<file path="src/rtl/vga_text_scanout.sv">
// vga_text_scanout: raster scan of the text buffer through an 8x16 font ROM.
// Produces a 1-bit pixel stream with hsync, vsync, data-enable and a frame
// marker. All timing is derived from a pixel-rate strobe on clk48.
module vga_text_scanout #(
  parameter int unsigned PIX_DIV  = 2,
  parameter int unsigned H_ACTIVE = 640,
  parameter int unsigned H_FP     = 16,
  parameter int unsigned H_SYNC   = 96,
  parameter int unsigned H_BP     = 48,
  parameter int unsigned V_ACTIVE = 480,
  parameter int unsigned V_FP     = 10,
  parameter int unsigned V_SYNC   = 2,
  parameter int unsigned V_BP     = 33,
  parameter int unsigned COLS     = 80,
  parameter int unsigned ROWS     = 30,
  parameter logic        SYNC_POL = 1'b0
) (
  input  logic        clk48,
  input  logic        rst_n,
  output logic [13:0] text_raddr,
  input  logic [7:0]  text_rdata,
  output logic [11:0] font_addr,
  input  logic [7:0]  font_data,
  output logic        vga_hsync,
  output logic        vga_vsync,
  output logic        vga_de,
  output logic        vga_pixel,
  output logic        frame_start
);

  localparam int unsigned H_TOTAL = H_ACTIVE + H_FP + H_SYNC + H_BP;
  localparam int unsigned V_TOTAL = V_ACTIVE + V_FP + V_SYNC + V_BP;
  localparam int unsigned DIV_W   = (PIX_DIV > 1) ? $clog2(PIX_DIV) : 1;

  // Pixel-rate divider
  logic [DIV_W-1:0] div;
  logic             pix_en;

  // Raster counters
  logic [10:0] h;
  logic [9:0]  v;

  // Stage 0 decode
  logic       visible;
  logic       hs_act;
  logic       vs_act;
  logic       first_px;
  logic [7:0] col;
  logic [5:0] row;
  logic       in_range;

  // Stage 1
  logic [3:0] line1;
  logic [2:0] col1;
  logic       vis1;
  logic       hs1;
  logic       vs1;
  logic       first1;

  // Stage 2
  logic [2:0] col2;
  logic       vis2;
  logic       hs2;
  logic       vs2;
  logic       first2;

  assign pix_en = (div == DIV_W'(PIX_DIV - 1));

  // Divider counts 0..PIX_DIV-1; pix_en marks its last count
  always_ff @(posedge clk48 or negedge rst_n) begin
    if (!rst_n) begin
      div <= '0;
    end else if (pix_en) begin
      div <= '0;
    end else begin
      div <= div + 1'b1;
    end
  end

  // Horizontal and vertical position counters, advancing once per pixel
  always_ff @(posedge clk48 or negedge rst_n) begin
    if (!rst_n) begin
      h <= '0;
      v <= '0;
    end else if (pix_en) begin
      if (h == 11'(H_TOTAL - 1)) begin
        h <= '0;
        if (v == 10'(V_TOTAL - 1)) begin
          v <= '0;
        end else begin
          v <= v + 1'b1;
        end
      end else begin
        h <= h + 1'b1;
      end
    end
  end

  // Stage 0 raster decode straight from the counters
  always_comb begin
    visible  = (h < 11'(H_ACTIVE)) && (v < 10'(V_ACTIVE));
    hs_act   = (h >= 11'(H_ACTIVE + H_FP)) && (h < 11'(H_ACTIVE + H_FP + H_SYNC));
    vs_act   = (v >= 10'(V_ACTIVE + V_FP)) && (v < 10'(V_ACTIVE + V_FP + V_SYNC));
    first_px = (h == '0) && (v == '0);
    col      = h[10:3];
    row      = v[9:4];
    // Extra guard keeps the address inside the buffer even if the active
    // area were configured wider than COLS*8 or taller than ROWS*16.
    in_range = ({1'b0, col} < 9'(COLS)) && ({1'b0, row} < 7'(ROWS));
  end

  // Stage 1: issue the text-buffer read and carry glyph position forward
  always_ff @(posedge clk48 or negedge rst_n) begin
    if (!rst_n) begin
      text_raddr <= '0;
      line1      <= '0;
      col1       <= '0;
      vis1       <= 1'b0;
      hs1        <= 1'b0;
      vs1        <= 1'b0;
      first1     <= 1'b0;
    end else if (pix_en) begin
      if (visible && in_range) begin
        text_raddr <= {row, col};
      end
      line1  <= v[3:0];
      col1   <= h[2:0];
      vis1   <= visible;
      hs1    <= hs_act;
      vs1    <= vs_act;
      first1 <= first_px;
    end
  end

  // Stage 2: character code plus glyph line forms the font ROM address
  always_ff @(posedge clk48 or negedge rst_n) begin
    if (!rst_n) begin
      font_addr <= '0;
      col2      <= '0;
      vis2      <= 1'b0;
      hs2       <= 1'b0;
      vs2       <= 1'b0;
      first2    <= 1'b0;
    end else if (pix_en) begin
      font_addr <= {text_rdata, line1};
      col2      <= col1;
      vis2      <= vis1;
      hs2       <= hs1;
      vs2       <= vs1;
      first2    <= first1;
    end
  end

  // Stage 3: select the glyph bit and drive the aligned output pins
  always_ff @(posedge clk48 or negedge rst_n) begin
    if (!rst_n) begin
      vga_pixel <= 1'b0;
      vga_de    <= 1'b0;
      vga_hsync <= ~SYNC_POL;
      vga_vsync <= ~SYNC_POL;
    end else if (pix_en) begin
      vga_pixel <= vis2 ? font_data[3'd7 - col2] : 1'b0;
      vga_de    <= vis2;
      vga_hsync <= hs2 ? SYNC_POL : ~SYNC_POL;
      vga_vsync <= vs2 ? SYNC_POL : ~SYNC_POL;
    end
  end

  // Frame marker lasts exactly one clk48, the cycle after stage 3 loads (0,0)
  always_ff @(posedge clk48 or negedge rst_n) begin
    if (!rst_n) begin
      frame_start <= 1'b0;
    end else begin
      frame_start <= pix_en & first2;
    end
  end

endmodule

</file>
<file path="config.mk">
export PLATFORM = sky130hd
export DESIGN_NAME = vga_text_scanout
export DESIGN_NICKNAME = d
export VERILOG_FILES = /design/src/rtl/vga_text_scanout.sv
export SDC_FILE = /design/constraint.sdc
export NUM_CORES = 1
export LEC_CHECK = 0
export CAP_MARGIN = 20
export CORE_AREA = 2 2 79 81
export CTS_BUF_LIST = sky130_fd_sc_hd__clkbuf_16
export CTS_CLUSTER_DIAMETER = 100
export DETAILED_ROUTE_END_ITERATION = 7
export DIE_AREA = 0 0 81 83
export PLACE_DENSITY = 0.84
export SLEW_MARGIN = 20
export SYNTH_ARGS = -nofsm -noshare
export SYNTH_HDL_FRONTEND = slang
export SYNTH_SLANG_ARGS = --single-unit
</file>
<file path="constraint.sdc">
create_clock -name clk48 -period 4.3 [get_ports clk48]
set_input_delay 1.29 -clock clk48 [delete_from_list [all_inputs] [get_ports clk48]]
set_output_delay 1.29 -clock clk48 [all_outputs]
set_load 0.05 [all_outputs]
</file>
# --- Word level (Yosys, flattened, before mapping) ---
# Cells that the tools add are included.
op_classes:
  addsub: 4
  order_cmp: 9
  n_eq_ne: 2
  n_mux: 8
  n_bitwise: 1
  n_reduce_logical: 10
op_table:
  columns: ["operator", "count"]
  rows:
  - ["$lt A11 B10 Y1 const B", 2]
  - ["$lt A10 B9 Y1 const B", 2]
  - ["$add A11 B1 Y11 const B", 1]
  - ["$eq A11 B10 Y1 const B", 1]
  - ["$ge A11 B10 Y1 const B", 1]
  - ["$logic_not A11 Y1", 1]
  - ["$mux W11", 1]
  - ["$add A10 B1 Y10 const B", 1]
  - ["$eq A10 B10 Y1 const B", 1]
  - ["$ge A10 B9 Y1 const B", 1]
  - ["$logic_not A10 Y1", 1]
  - ["$mux W10", 1]
  - ["$lt A8 B7 Y1 const B", 1]
  - ["$logic_and A1 B1 Y1", 6]
  - ["$lt A6 B5 Y1 const B", 1]
  - ["$mux W1", 5]
  - ["$lt A3 B4 Y1 const B", 1]
  - ["$reduce_and A2 Y1", 2]
  - ["$bmux W1 S3", 1]
  - ["$sub A3 B3 Y3 const A", 1]
  - ["$add A1 B1 Y1 const B", 1]
  - ["$and A1 B1 Y1", 1]
word_totals:
  regBits: 71
  input_bits: 18
  output_inout_bits: 31
  word_cells: 55

# --- Depth between registers and ports, before layout ---
logic_depth:
  word_depth: 4
  mapped_depth: 7
  depth_no_buf: 6

# --- Worst setup path after synthesis ---
# Ideal clock, no wire load.
synth_path:
  kind: "input-to-reg"
  startpoint: "in font_data[1]"
  endpoint: "reg vga_pixel"
  setup_time_ns: 0.123
  t_arrival_ns: 1.922
  t_required_ns: 4.177
  setup_slack_ns: 2.256
  cell_stages: 3
  path_buffers: 0
  path_cell_list: "mux4_2 > mux2i_1 > o2bb2ai_1"
synth_between:
  elab_chain_len: 3
synth_lines:
  columns: ["item", "line_no", "source"]
  rows:
  - ["start, declared", "23", "input logic [7:0] font_data,"]
  - ["$bmux W1 S3", "162", "vga_pixel <= vis2 ? font_data[3'd7 - col2] : 1'b0;"]
  - ["$mux W1 (implied by the code)", "162", null]
  - ["$mux W1", "162", null]
  - ["end signal, assigned", "162", null]
  - ["end, declared", "27", "output logic vga_pixel,"]
# Every way passes these cells. The select of a mux whose other input is x is not followed.
# A chain may end at the register's enable or synchronous reset.

# --- Worst setup path after layout ---
layout_path:
  startpoint: "reg vga_hsync"
  endpoint: "out vga_hsync"
layout_rtl:
  columns: ["item", "line_no", "source"]
  rows:
  - ["start, declared", "24", "output logic vga_hsync,"]
  - ["start signal, assigned", "159", "vga_hsync <= ~SYNC_POL;"]
  - ["start signal, assigned", "164", "vga_hsync <= hs2 ? SYNC_POL : ~SYNC_POL;"]
# No word-level cell between the ends.

==> impl_metrics.py <==
metrics = {
    "run_status": {
        "outcome": "complete, no violations",
    },
    "placed_design": {
        "placement.io_buffers": 48,
        "gp_congestion": 0.841,
        "hpwl_mm": 3.82,
    },
    "finish": {
        "drive_gt1_share_pct": 20.5,
        "nNetsFinal": 324,
        "areaGrowthSynthToFinish_pct": 26.0,
        "n_antenna_cell": 0,
        "final_core_util_pct": 67.0,
    },
    "clocking": {
        "root_buffer": "clkbuf_16",
        "post_cts_buffers": 0,
        "clk_latency_ps": 320,
        "hold_buffers": 0,
        "clock-sinks": 71,
        "clk_pin_slew_ps": 50,
        "cts_tree": "done",
        "cts.repair.resized": 0,
        "cts_buffer_depth": 2,
        "htreeDepth": 3,
        "cts-buffers-inserted": 9,
    },
    "sta": {
        "fin_tns_setup_ps": 0,
        "worst_pin_slew_ps": 685,
        "final.setup_skew_ps": 4.29,
        "drv_slew": 0,
        "fin_crit_ps": 2930,
        "relSlewSlack_pct": 54.3,
        "setup_viol": 0,
        "clock.fmax_mhz": 341,
        "rsz0062_at_grt": "false",
        "fin_crit_sh_pct": 68.1,
        "hold_viol": 0,
    },
    "floorplan": {
        "initial_core_util_pct": 53.2,
        "io_pins": 49,
        "coreArea_um2": 5820,
        "die_w_um": 81,
        "dieArea_um2": 6720,
        "die_height_um": 83,
        "rows": 28,
    },
    "worst_setup_path": {
        "startpoint_type": "register",
        "crit_chain": "clkdlybuf4s50_1",
        "reg2reg_to": "v[8]",
        "r2r-start": "div",
        "path_buf_inv": 1,
        "worstPathMaxFanout": 2,
        "cp-end-kind": "primary output",
        "startpoint": "vga_hsync",
        "cp.depth": 1,
        "cp.arrival_ps": 1640,
        "critPathKind": "register to primary output",
        "crit_path_top_delay_cell": "clkdlybuf4s50_1",
        "cp.required_ps": 3010,
        "reg2regPathDepth": 5,
        "r2r_slack_ps": 2250,
        "cpLargestDelayFamily": "buffers and inverters",
        "max_stage_delay_ps": 790,
    },
    "route": {
        "drt_first_iter_violations": 110,
        "wl_mm": 5.84,
        "viasPerCell": 5.50,
        "drtAntennaViolNets": 0,
        "wl_per_cell_um": 15.3,
        "drcViolationCount": 0,
        "firstDrtPassIters": 4,
        "via_count": 2102,
    },
    "synthesis": {
        "synth-main-ff-cell": "dfrtp_1",
        "syn_avg_cell_area_um2": 12.2,
        "syn_inst": 254,
        "synthArstFlopShare_pct": 100,
        "synth_nets": 276,
        "syn-cell-area_um2": 3090,
        "synth.distinct_cells": 44,
        "ys_seq_area_share_pct": 57.5,
        "synth_seq_cells": 71,
        "synth_edf_count": 0,
        "yosys_warnings": 0,
    },
    "global_routing": {
        "grt_max_degree": 42,
        "grt_pass1_wl_mm": 10.3,
        "grt_use_total_pct": 19.8,
        "antenna_found_initial": 0,
        "grt_pass1_vias": 2219,
        "overflow": 0,
    },
    "pwr": {
        "power.leakage_nw": 1.71,
        "p_per_area_nw_per_um2": 366,
        "vdd_ir_drop_max_mv": 0.251,
    },
    "hold_path": {
        "hold_depth": 1,
        "min_to": "vga_vsync",
        "hold_path_class": "register to register",
        "holdCritStartpoint": "vs2",
    },
    "run": {
        "cap_violations": 0,
    },
}
Yosys cell counts, types with 2 or more instances:
cell / count / area, um^2
mux2i_1: 6 / 60.1
nand3_1: 12 / 60.1
ha_1: 4 / 50.1
inv_1: 14 / 52.6
xor2_1: 5 / 43.8
a21oi_1: 5 / 25.0
or3_1: 3 / 18.8
and2_1: 3 / 18.8
dfstp_2: 2 / 52.6
dfrtp_1: 69 / 1730
nand4_1: 7 / 43.8
clkbuf_1: 6 / 22.5
buf_6: 2 / 22.5
buf_1: 3 / 11.3
and3_1: 2 / 12.5
nor2b_1: 2 / 12.5
o21ai_0: 10 / 50.1
mux2_2: 38 / 428
xnor2_1: 6 / 52.6
nor3_1: 4 / 20.0
nand2_1: 15 / 56.3
nand2b_1: 2 / 12.5
nor4_1: 3 / 18.8
buf_2: 3 / 15.0
nor2_1: 9 / 33.8
flip-flops by register name (all words and copies together) (netlist names), 3 cells and up:
name,count
text_raddr,14
font_addr,12
h,11
v,10
line1,4
col1,3
col2,3
worst max path at each step:
stage / to / slack [ps]
after floorplan: vga_pixel / 2260
final: vga_hsync / 1370
after CTS: vga_hsync / 1360
after global placement: vga_vsync / 1720
after detailed placement: vga_hsync / 1710
after global routing: vga_hsync / 1340
power by group:
part / total (mW) / internal (mW) / switching [mW]
Sequential: 0.675 / 0.673 / 0.00210
Clock: 0.691 / 0.438 / 0.253
Combinational: 0.0583 / 0.0251 / 0.0332
routing by layer:
layer	up-vias	part of all wire, %	global-route usage [%]
li1	990	-	-
met1	1036	45	26.0
met2	61	48	30.1
met3	15	4.8	6.09
met4	0	2.0	8.78
met5	-	0	0
layout make-up:
cell class,instances,area [um^2]
multi-input combinational,154,1190
timing repair buffer,52,505
tap,75,93.8
fill,440,1920
clock inverter,7,55.1
sequential,71,1780
clock buffer,9,225
inverter,14,52.6
cells in the final DEF, fill, tap and decap left out, types with 6 or more instances in the layout:
master,count
nor2_1,9
o21ai_0,10
nand2_1,15
clkdlybuf4s50_1,47
dfrtp_1,69
clkbuf_16,9
mux2i_1,6
nand3_1,12
mux2_2,38
xnor2_1,6
nand4_1,7
inv_1,15
per-stage QoR:
stage	std cells	setup slack (ps)	power, mW	hold slack [ps]	area, um^2
2_1_floorplan	254	2260	0.707	401	3090
3_3_place_gp	366	1720	0.745	416	3620
3_5_place_dp	366	1710	0.747	419	3620
4_1_cts	382	1360	1.44	426	3900
5_1_grt	382	1340	1.48	452	3900
6_report	382	1370	1.42	420	3900
logic make-up after synthesis:
family	after synthesis	share of synthesized area [%]
buffers and inverters	29	4.16
DFF	71	57.5
adders and majority gates	4	1.62
muxes	45	16.5
xor gates and xnor gates	11	3.11
and+or+nand+nor	72	12.9
AOI/OAI and AO/OA	22	4.25
Power figures use the tool's default switching activity.
